==> config.mk <==
export PLATFORM = sky130hd
export DESIGN_NAME = chan_event_counter
export DESIGN_NICKNAME = d
export VERILOG_FILES = /design/src/rtl/chan_cnt_pkg.sv /design/src/rtl/chan_counter.sv /design/src/rtl/chan_event_counter.sv
export SDC_FILE = /design/constraint.sdc
export NUM_CORES = 1
export LEC_CHECK = 0
export ABC_CLOCK_PERIOD_IN_PS = 1300
export CORE_AREA = 3 3 135 137
export DETAILED_ROUTE_END_ITERATION = 8
export DIE_AREA = 0 0 138 140
export PLACE_DENSITY = 0.37
export SLEW_MARGIN = 20
export SYNTH_ARGS = -nofsm -noshare
export SYNTH_HDL_FRONTEND = slang
export SYNTH_SLANG_ARGS = --single-unit
==> constraint.sdc <==
create_clock -name clk -period 1.3 [get_ports clk]
set_input_delay 0.26 -clock clk [delete_from_list [all_inputs] [get_ports clk]]
set_output_delay 0.26 -clock clk [all_outputs]
set_load 0.1 [all_outputs]
==> src/rtl/chan_cnt_pkg.sv <==
// Shared constants and FSM state type for the channel event counter.
// Optional saturating counters are enabled with CHAN_CNT_SAT_EN.
package chan_cnt_pkg;

    localparam int NUM_CH = 8;
    localparam int SEL_W  = 3;

    typedef enum logic [1:0] {
        IDLE  = 2'd0,
        COUNT = 2'd1,
        DONE  = 2'd2
    } state_t;

endpackage

==> src/rtl/chan_counter.sv <==
// One per-channel event counter with synchronous clear.
// Wraps by default; saturates at all-ones when CHAN_CNT_SAT_EN is defined.
module chan_counter #(
    parameter int CNT_W = 8
) (
    input  logic             clk,
    input  logic             rst_n,
    input  logic             clr,
    input  logic             inc,
    output logic [CNT_W-1:0] o_cnt
);

    logic [CNT_W-1:0] r_cnt;

`ifdef CHAN_CNT_SAT_EN
    logic w_at_max;
    assign w_at_max = &r_cnt;
`endif

    always_ff @(posedge clk) begin
        if (!rst_n) begin
            r_cnt <= '0;
        end else if (clr) begin
            r_cnt <= '0;
        end else if (inc) begin
`ifdef CHAN_CNT_SAT_EN
            if (!w_at_max) begin
                r_cnt <= r_cnt + 1'b1;
            end
`else
            r_cnt <= r_cnt + 1'b1;
`endif
        end
    end

    assign o_cnt = r_cnt;

endmodule

==> src/rtl/chan_event_counter.sv <==
// Windowed 8-channel event counter with registered read port.
// Counter behaviour on overflow is selected by CHAN_CNT_SAT_EN.
module chan_event_counter
    import chan_cnt_pkg::*;
#(
    parameter int CNT_W   = 8,
    parameter int WIN_LEN = 256
) (
    input  logic              clk,
    input  logic              rst_n,
    input  logic              start,
    input  logic [NUM_CH-1:0] y_in,
    input  logic              in_valid,
    input  logic              rd_req,
    input  logic [SEL_W-1:0]  rd_sel,
    output logic [CNT_W-1:0]  rd_data,
    output logic              rd_valid,
    output logic              busy,
    output logic              done
);

    localparam int WIN_W = (WIN_LEN > 2) ? $clog2(WIN_LEN) : 1;
    localparam logic [WIN_W-1:0] WIN_LAST = WIN_W'(WIN_LEN - 1);

    state_t            r_state;
    state_t            w_next;
    logic              r_busy;
    logic              r_done;
    logic              w_busy_nxt;
    logic              w_done_nxt;
    logic [WIN_W-1:0]  r_win;
    logic              w_win_end;
    logic              w_clr;
    logic [NUM_CH-1:0] w_inc;
    logic [CNT_W-1:0]  w_cnt [NUM_CH];
    logic [CNT_W-1:0]  r_rd_data;
    logic              r_rd_valid;

    // A start is only honoured outside an active window.
    assign w_clr     = start && (r_state != COUNT);
    assign w_win_end = (r_win == WIN_LAST);

    always_ff @(posedge clk) begin
        if (!rst_n) begin
            r_state <= IDLE;
            r_busy  <= 1'b0;
            r_done  <= 1'b0;
        end else begin
            r_state <= w_next;
            r_busy  <= w_busy_nxt;
            r_done  <= w_done_nxt;
        end
    end

    always_comb begin
        w_next = r_state;
        unique case (r_state)
            IDLE:    if (start) w_next = COUNT;
            COUNT:   if (w_win_end) w_next = DONE;
            DONE:    if (start) w_next = COUNT;
            default: w_next = IDLE;
        endcase
    end

    // Flags are registered from the next state so they align with r_state.
    always_comb begin
        w_busy_nxt = (w_next == COUNT);
        w_done_nxt = (w_next == DONE);
    end

    always_ff @(posedge clk) begin
        if (!rst_n) begin
            r_win <= '0;
        end else if (w_clr) begin
            r_win <= '0;
        end else if (r_state == COUNT) begin
            r_win <= r_win + 1'b1;
        end
    end

    genvar g;
    generate
        for (g = 0; g < NUM_CH; g++) begin : g_ch
            assign w_inc[g] = (r_state == COUNT) && in_valid && y_in[g];

            chan_counter #(
                .CNT_W (CNT_W)
            ) u_chan_counter (
                .clk   (clk),
                .rst_n (rst_n),
                .clr   (w_clr),
                .inc   (w_inc[g]),
                .o_cnt (w_cnt[g])
            );
        end
    endgenerate

    always_ff @(posedge clk) begin
        if (!rst_n) begin
            r_rd_data  <= '0;
            r_rd_valid <= 1'b0;
        end else begin
            r_rd_valid <= rd_req;
            if (rd_req) begin
                r_rd_data <= w_cnt[rd_sel];
            end
        end
    end

    assign rd_data  = r_rd_data;
    assign rd_valid = r_rd_valid;
    assign busy     = r_busy;
    assign done     = r_done;

endmodule

---- Word-level counts from Yosys, hierarchy flattened ----
Cells that the tools add are included.
storage, ports and cells
  register bits ........................... 85
  bits of input ports ..................... 16
  output and inout bits ................... 11
  logic and storage cells ................. 51
operators by class
  add/sub/neg operators ................... 9
  $lt $le $gt $ge ......................... 1
  eq/ne operators ......................... 6
  muxes and demuxes ....................... 6
  bitwise logic cells ..................... 2
  reductions and logical operators ........ 13
operators with widths
  kind                                                       number
  adder 8 x 1 -> 8 bit (second input constant)               9
  binary-select mux 8 bit (select 3 bit)                     1
  two-way mux 8 bit                                          2
  logical AND 1 bit                                          10
  equality test 8 bit (second input constant)                1
  equality test 2 x 1 -> 1 bit (second input constant)       2
  equality test 2 bit (second input constant)                2
  greater-or-equal comparator 4 bit (second input constant)  1
  two-way mux 2 bit                                          2
  inverter 3 -> 4 bit                                        1
  one-hot mux 2 bit (2 select lines)                         1
  OR reduction 2 bit                                         2
  zero test 2 bit                                            1
  != test 2 x 1 -> 1 bit (second input constant)             1
  inverter 1 bit                                             1

---- Longest topological paths before layout ----
  word-level depth ........................ 4
  depth in mapped cells ................... 7
  depth with buffers taken out ............ 5

---- Modules after synthesis ----
Synthesis repeated with hierarchy kept, for this count alone.
unflattened totals
  cell total of the unflattened synthesis .. 450
  area total of the unflattened synthesis .. 4085.2 µm²
modules (own cells, without submodules)
  module              times used  cells an instance  area each (µm²)  sequential area each (µm²)
  chan_counter        8           38                 339.1            160.2
  chan_event_counter  1           146                1372.6           420.4

---- Worst setup path before layout ----
Ideal clock, no wire load.
  path kind ............................... register to register
  start ................................... register r_state[1]
  end ..................................... register g_ch[3].u_chan_counter.r_cnt[3]
  library setup time ...................... 0.122 ns
  arrival time ............................ 1.217 ns
  data required time ...................... 1.178 ns
  path slack .............................. -0.038 ns
  stages on the path, launching flop included .. 6
  path buffers ............................ 2
  period minus slack after synthesis ...... 1.338 ns
  cells stage by stage .................... dfxtp_1 > and2b_1 > buf_4 > o21ai_4 > buf_6 > a21oi_1
between the ends
  longest elaborated chain between the ends .. 3
  elaborated cells on any way between the ends .. 6
  classes of those cells .................. 2 x eq/ne; 4 x reduce/logical
ends and longest elaborated chain
  what                                                                      RTL line                                            text
  start, declared                                                           chan_event_counter.sv:25                            state_t r_state;
  start signal, assigned                                                    chan_event_counter.sv:49                            r_state <= w_next;
  != test 2 x 1 -> 1 bit or equality test 2 x 1 -> 1 bit (tied branches)    chan_event_counter.sv:40, chan_event_counter.sv:84
  logical AND 1 bit (on tied branches)                                      chan_event_counter.sv:40, chan_event_counter.sv:84
  OR reduction 2 bit (no source line) or logical AND 1 bit (tied branches)  -
  end signal, assigned                                                      chan_counter.sv:31                                  r_cnt <= r_cnt + 1'b1;
  end, declared                                                             chan_counter.sv:13                                  logic [CNT_W-1:0] r_cnt;
Several ways; a longest one is shown, not always the timed one.
A chain may end at the register's enable or synchronous reset.

---- Final worst setup path ----
  start ................................... register r_state[0]
  end ..................................... register r_win[3]
between the ends
  longest elaborated chain between the ends .. 3
  elaborated cells on any way between the ends .. 4
  classes of those cells .................. 2 x eq/ne; 2 x reduce/logical
ends and longest elaborated chain
  what                                 RTL line                  text
  != test 2 x 1 -> 1 bit               chan_event_counter.sv:40  assign w_clr = start && (r_state != COUNT);
  logical AND 1 bit                    chan_event_counter.sv:40
  OR reduction 2 bit (no source line)  -
  end signal, assigned                 chan_event_counter.sv:77  r_win <= r_win + 1'b1;
  end, declared                        chan_event_counter.sv:31  logic [WIN_W-1:0] r_win;
Several ways; a longest one is shown, not always the timed one.

==> results.yml <==
route:
  first_iter_violations: 142
  drcViolationCount: 0
  ant_nets: 0
  drt_wl_total_um: 12000
  vias: 3619
  wire_per_inst_um: 15.2
  vias_per_cell: 4.61
  dr.pass1.iters: 4
worst_setup_path:
  cp.arrival_ns: 1.65
  cp_num_buf_inv: 3
  critPathKind: "flop to flop"
  r2r_slack_ns: -0.12
  cpMaxStageDelayCell: "dfxtp_4"
  startpoint_type: "flop"
  r2r-start: "r_state[0]$_SDFF_PN0_"
  crit-reg2reg-capture: "r_win[3]$_SDFFE_PP0P_"
  path_max_fanout: 8
  cp_slowest_stage_delay_ns: 0.37
  crit_chain: "buf_12 > and2b_2 > o21ai_4 > buf_6 > buf_4 > nor2_1"
  crit_start: "r_state[0]$_SDFF_PN0_"
  crit_required_ns: 1.54
  r2r_cells: 6
  end_kind: "flop"
  worst_path_dominant_cell_family: "buffers and inverters"
cells_and_area:
  syn_to_final_growth_pct: 47.3
  final_util: 0.364
  multi_input_area_mm2: 0.00270
  diodes: 0
  final_cells: 785
  seq_area_mm2: 0.00171
  finalNetCount: 580
  drive_gt1_frac: 0.313
  n_fill_cell: 1768
pwr:
  cellLeakagePower_nw: 2.41
  finalPower_mw: 6.56
  powerDensity_mw_per_mm2: 1050
  ir_drop_mv: 0.701
run:
  drv_cap: 0
status:
  violations: "setup timing"
  status: "finished with violations"
grt:
  grt_usage: 0.127
  globalRouteOverflowTotal: 0
  grt_max_degree: 27
  grt_pass1_vias: 3731
  grt_antenna_before_repair: 0
  grt_pass1_wl_um: 19400
timing:
  rsz0062_at_grt: "yes"
  final_hold_viol_count: 0
  slew_headroom: 0.691
  finalCritPeriodShare: 1.09
  tightest_slew_ns: 0.461
  period_needed_ns: 1.42
  setup_viol: 74
  max_freq_ghz: 0.706
  fin_ws_ns: -0.116
  maxSlewViolCount: 0
  fin_setup_tns_ns: -5.98
  skew_ns: 0.00779
synthesis:
  synth_cells: 463
  avgSynthCellArea_um2: 9.17
  netlist_area_mm2: 0.00425
  yosysUniqueCellTypes: 39
  synth_seq_area_share: 0.401
  synthesis.nets: 488
  ys_ff_latch: 85
  yosys_warnings: 0
placement:
  dp_worst_setup_slack_ns: -0.636
  hpwl_um: 7880
  placedCellCount: 751
  place_congestion: 0.764
  portBuffers: 26
cts:
  cts_max_path_buffers: 2
  cts_hold_buf: 0
  clockRootBuffer: "clkbuf_16"
  cts_tree: "done"
  cts_buffers: 9
  cts.htree.levels: 3
  cts_sinks: 85
  clk_pin_slew_ns: 0.06
  clk_latency_ns: 0.35
floorplan:
  die_x_um: 138
  pin_count: 27
  fp.coreArea_mm2: 0.0172
  start_util: 0.247
  die_h_um: 140
  row_count: 48
  die_area_mm2: 0.0193
min_path:
  holdPathStages: 2
  min_from: "g_ch[1].u_chan_counter.o_cnt[4]$_SDFFE_PP0P_"
  whs_endpoint: "g_ch[1].u_chan_counter.o_cnt[4]$_SDFFE_PP0P_"
  min_path_type: "flop to flop"
report_power, final:
part           internal (mW)  total [mW]  switching, mW
logic                  0.506        1.07          0.560
clock network           1.74        2.81           1.07
registers               2.64        2.68         0.0403
total                   4.89        6.56           1.67
worst min-delay path, cell delays in order (launching register included):
cell and delay [ns]:
dfxtp_1 0.33, o21ai_0 0.07, a21oi_1 0.06
through the flow:
step                      hold slack (ns)  area, um2
after floorplan                     0.413       4250
after global placement              0.490       5230
after detailed placement            0.498       5230
after CTS                           0.509       6060
after global routing                0.542       6250
final                               0.512       6250
what timing repair did:
item / 4_1_cts / 5_1_grt
setup buffers: 9 / 4
endpoints found under the hold margin: 0 / 0
resized for setup: 58 / 33
gates cloned: 6 / 1
setup endpoints to repair: 82 / 81
pin swaps: 12 / 22
metal layers:
layer  vias up  track usage  routed length [um]  part of all wire
li1       1832            -                   -                 -
met1      1736        0.161                5720              0.48
met2        44        0.214                5780              0.48
met3         7       0.0318                 309             0.026
met4         0       0.0385                 147             0.012
met5         -            0                   0                 0
cell type report:
type,count,share of cell area
tap,225,0.0450
timing repair buffer,102,0.198
inverter,2,0.00120
multi-input combinational,355,0.431
sequential,85,0.274
clock buffer,13,0.0400
clock inverter,3,0.0110
state kept, by name (all words and copies together) (netlist names):
| name | flops |
|---|---|
| r_state | 2 |
| r_win | 8 |
| g_ch.u_chan_counter.o_cnt | 64 |
| rd_valid | 1 |
| busy | 1 |
| rd_data | 8 |
| done | 1 |
worst max path at each step:
stage | end | slack, ns | depth (start not counted)
floorplan | g_ch[3].u_chan_counter.o_cnt[3]$_SDFFE_PP0P_ | -0.02 | 6
global placement | rd_data[1]$_SDFFE_PN0P_ | -0.63 | 6
detailed placement | rd_data[1]$_SDFFE_PN0P_ | -0.64 | 6
CTS | g_ch[0].u_chan_counter.o_cnt[5]$_SDFFE_PP0P_ | -0.11 | 6
global route | g_ch[2].u_chan_counter.o_cnt[6]$_SDFFE_PP0P_ | -0.17 | 7
finish | r_win[3]$_SDFFE_PP0P_ | -0.12 | 6
cell usage in the layout (no fill, tap or decap), types with 13 or more instances in the layout:
cell type  Yosys  final
dfxtp_1       85     79
xnor2_1       27     27
nand3_1       30     29
a21oi_1       25     24
xor2_1        27     27
o21ai_0       19     17
nor2_1        58     58
mux2_2        16     13
buf_4          5     49
nand2_1       42     38
mux2i_1       17     17
buf_12         2     22
Yosys cell counts:
library cell,n,share of area
xor2_1,27,0.056
nand3b_4,1,0.0047
a31o_2,2,0.0041
and4_1,2,0.0041
buf_2,1,0.0012
and4b_2,1,0.0027
clkbuf_1,3,0.0027
nand4_1,11,0.016
mux2i_1,17,0.040
ha_1,9,0.027
nor2b_1,1,0.0015
o22ai_1,8,0.012
a221o_1,8,0.019
buf_4,5,0.0088
nor3_1,15,0.018
dfxtp_1,85,0.40
nor4_2,4,0.012
o21ai_0,19,0.022
or3_1,9,0.013
nand3_1,30,0.035
or3b_1,1,0.0021
a21oi_1,25,0.029
buf_1,1,0.00088
nand3b_1,1,0.0018
nand4b_2,4,0.014
and2_1,3,0.0044
and3b_2,1,0.0024
buf_6,10,0.027
mux2_2,16,0.042
and2b_1,1,0.0018
nor2_1,58,0.051
inv_1,2,0.0018
nor4_1,8,0.012
nand2_1,42,0.037
nand2b_1,1,0.0015
xnor2_1,27,0.056
buf_12,2,0.0094
and3_1,1,0.0015
o21ai_4,1,0.0038
logic make-up after synthesis:
group	count (synthesis)	share of synthesized area
muxes	33	0.0825
and+or+nand+nor	195	0.237
xor gates and xnor gates	54	0.111
buffers and inverters	24	0.0513
DFF	85	0.401
adders and majority gates	9	0.0265
AOI/OAI and AO/OA	63	0.0905
No activity file was read; power rests on OpenSTA's default activity.
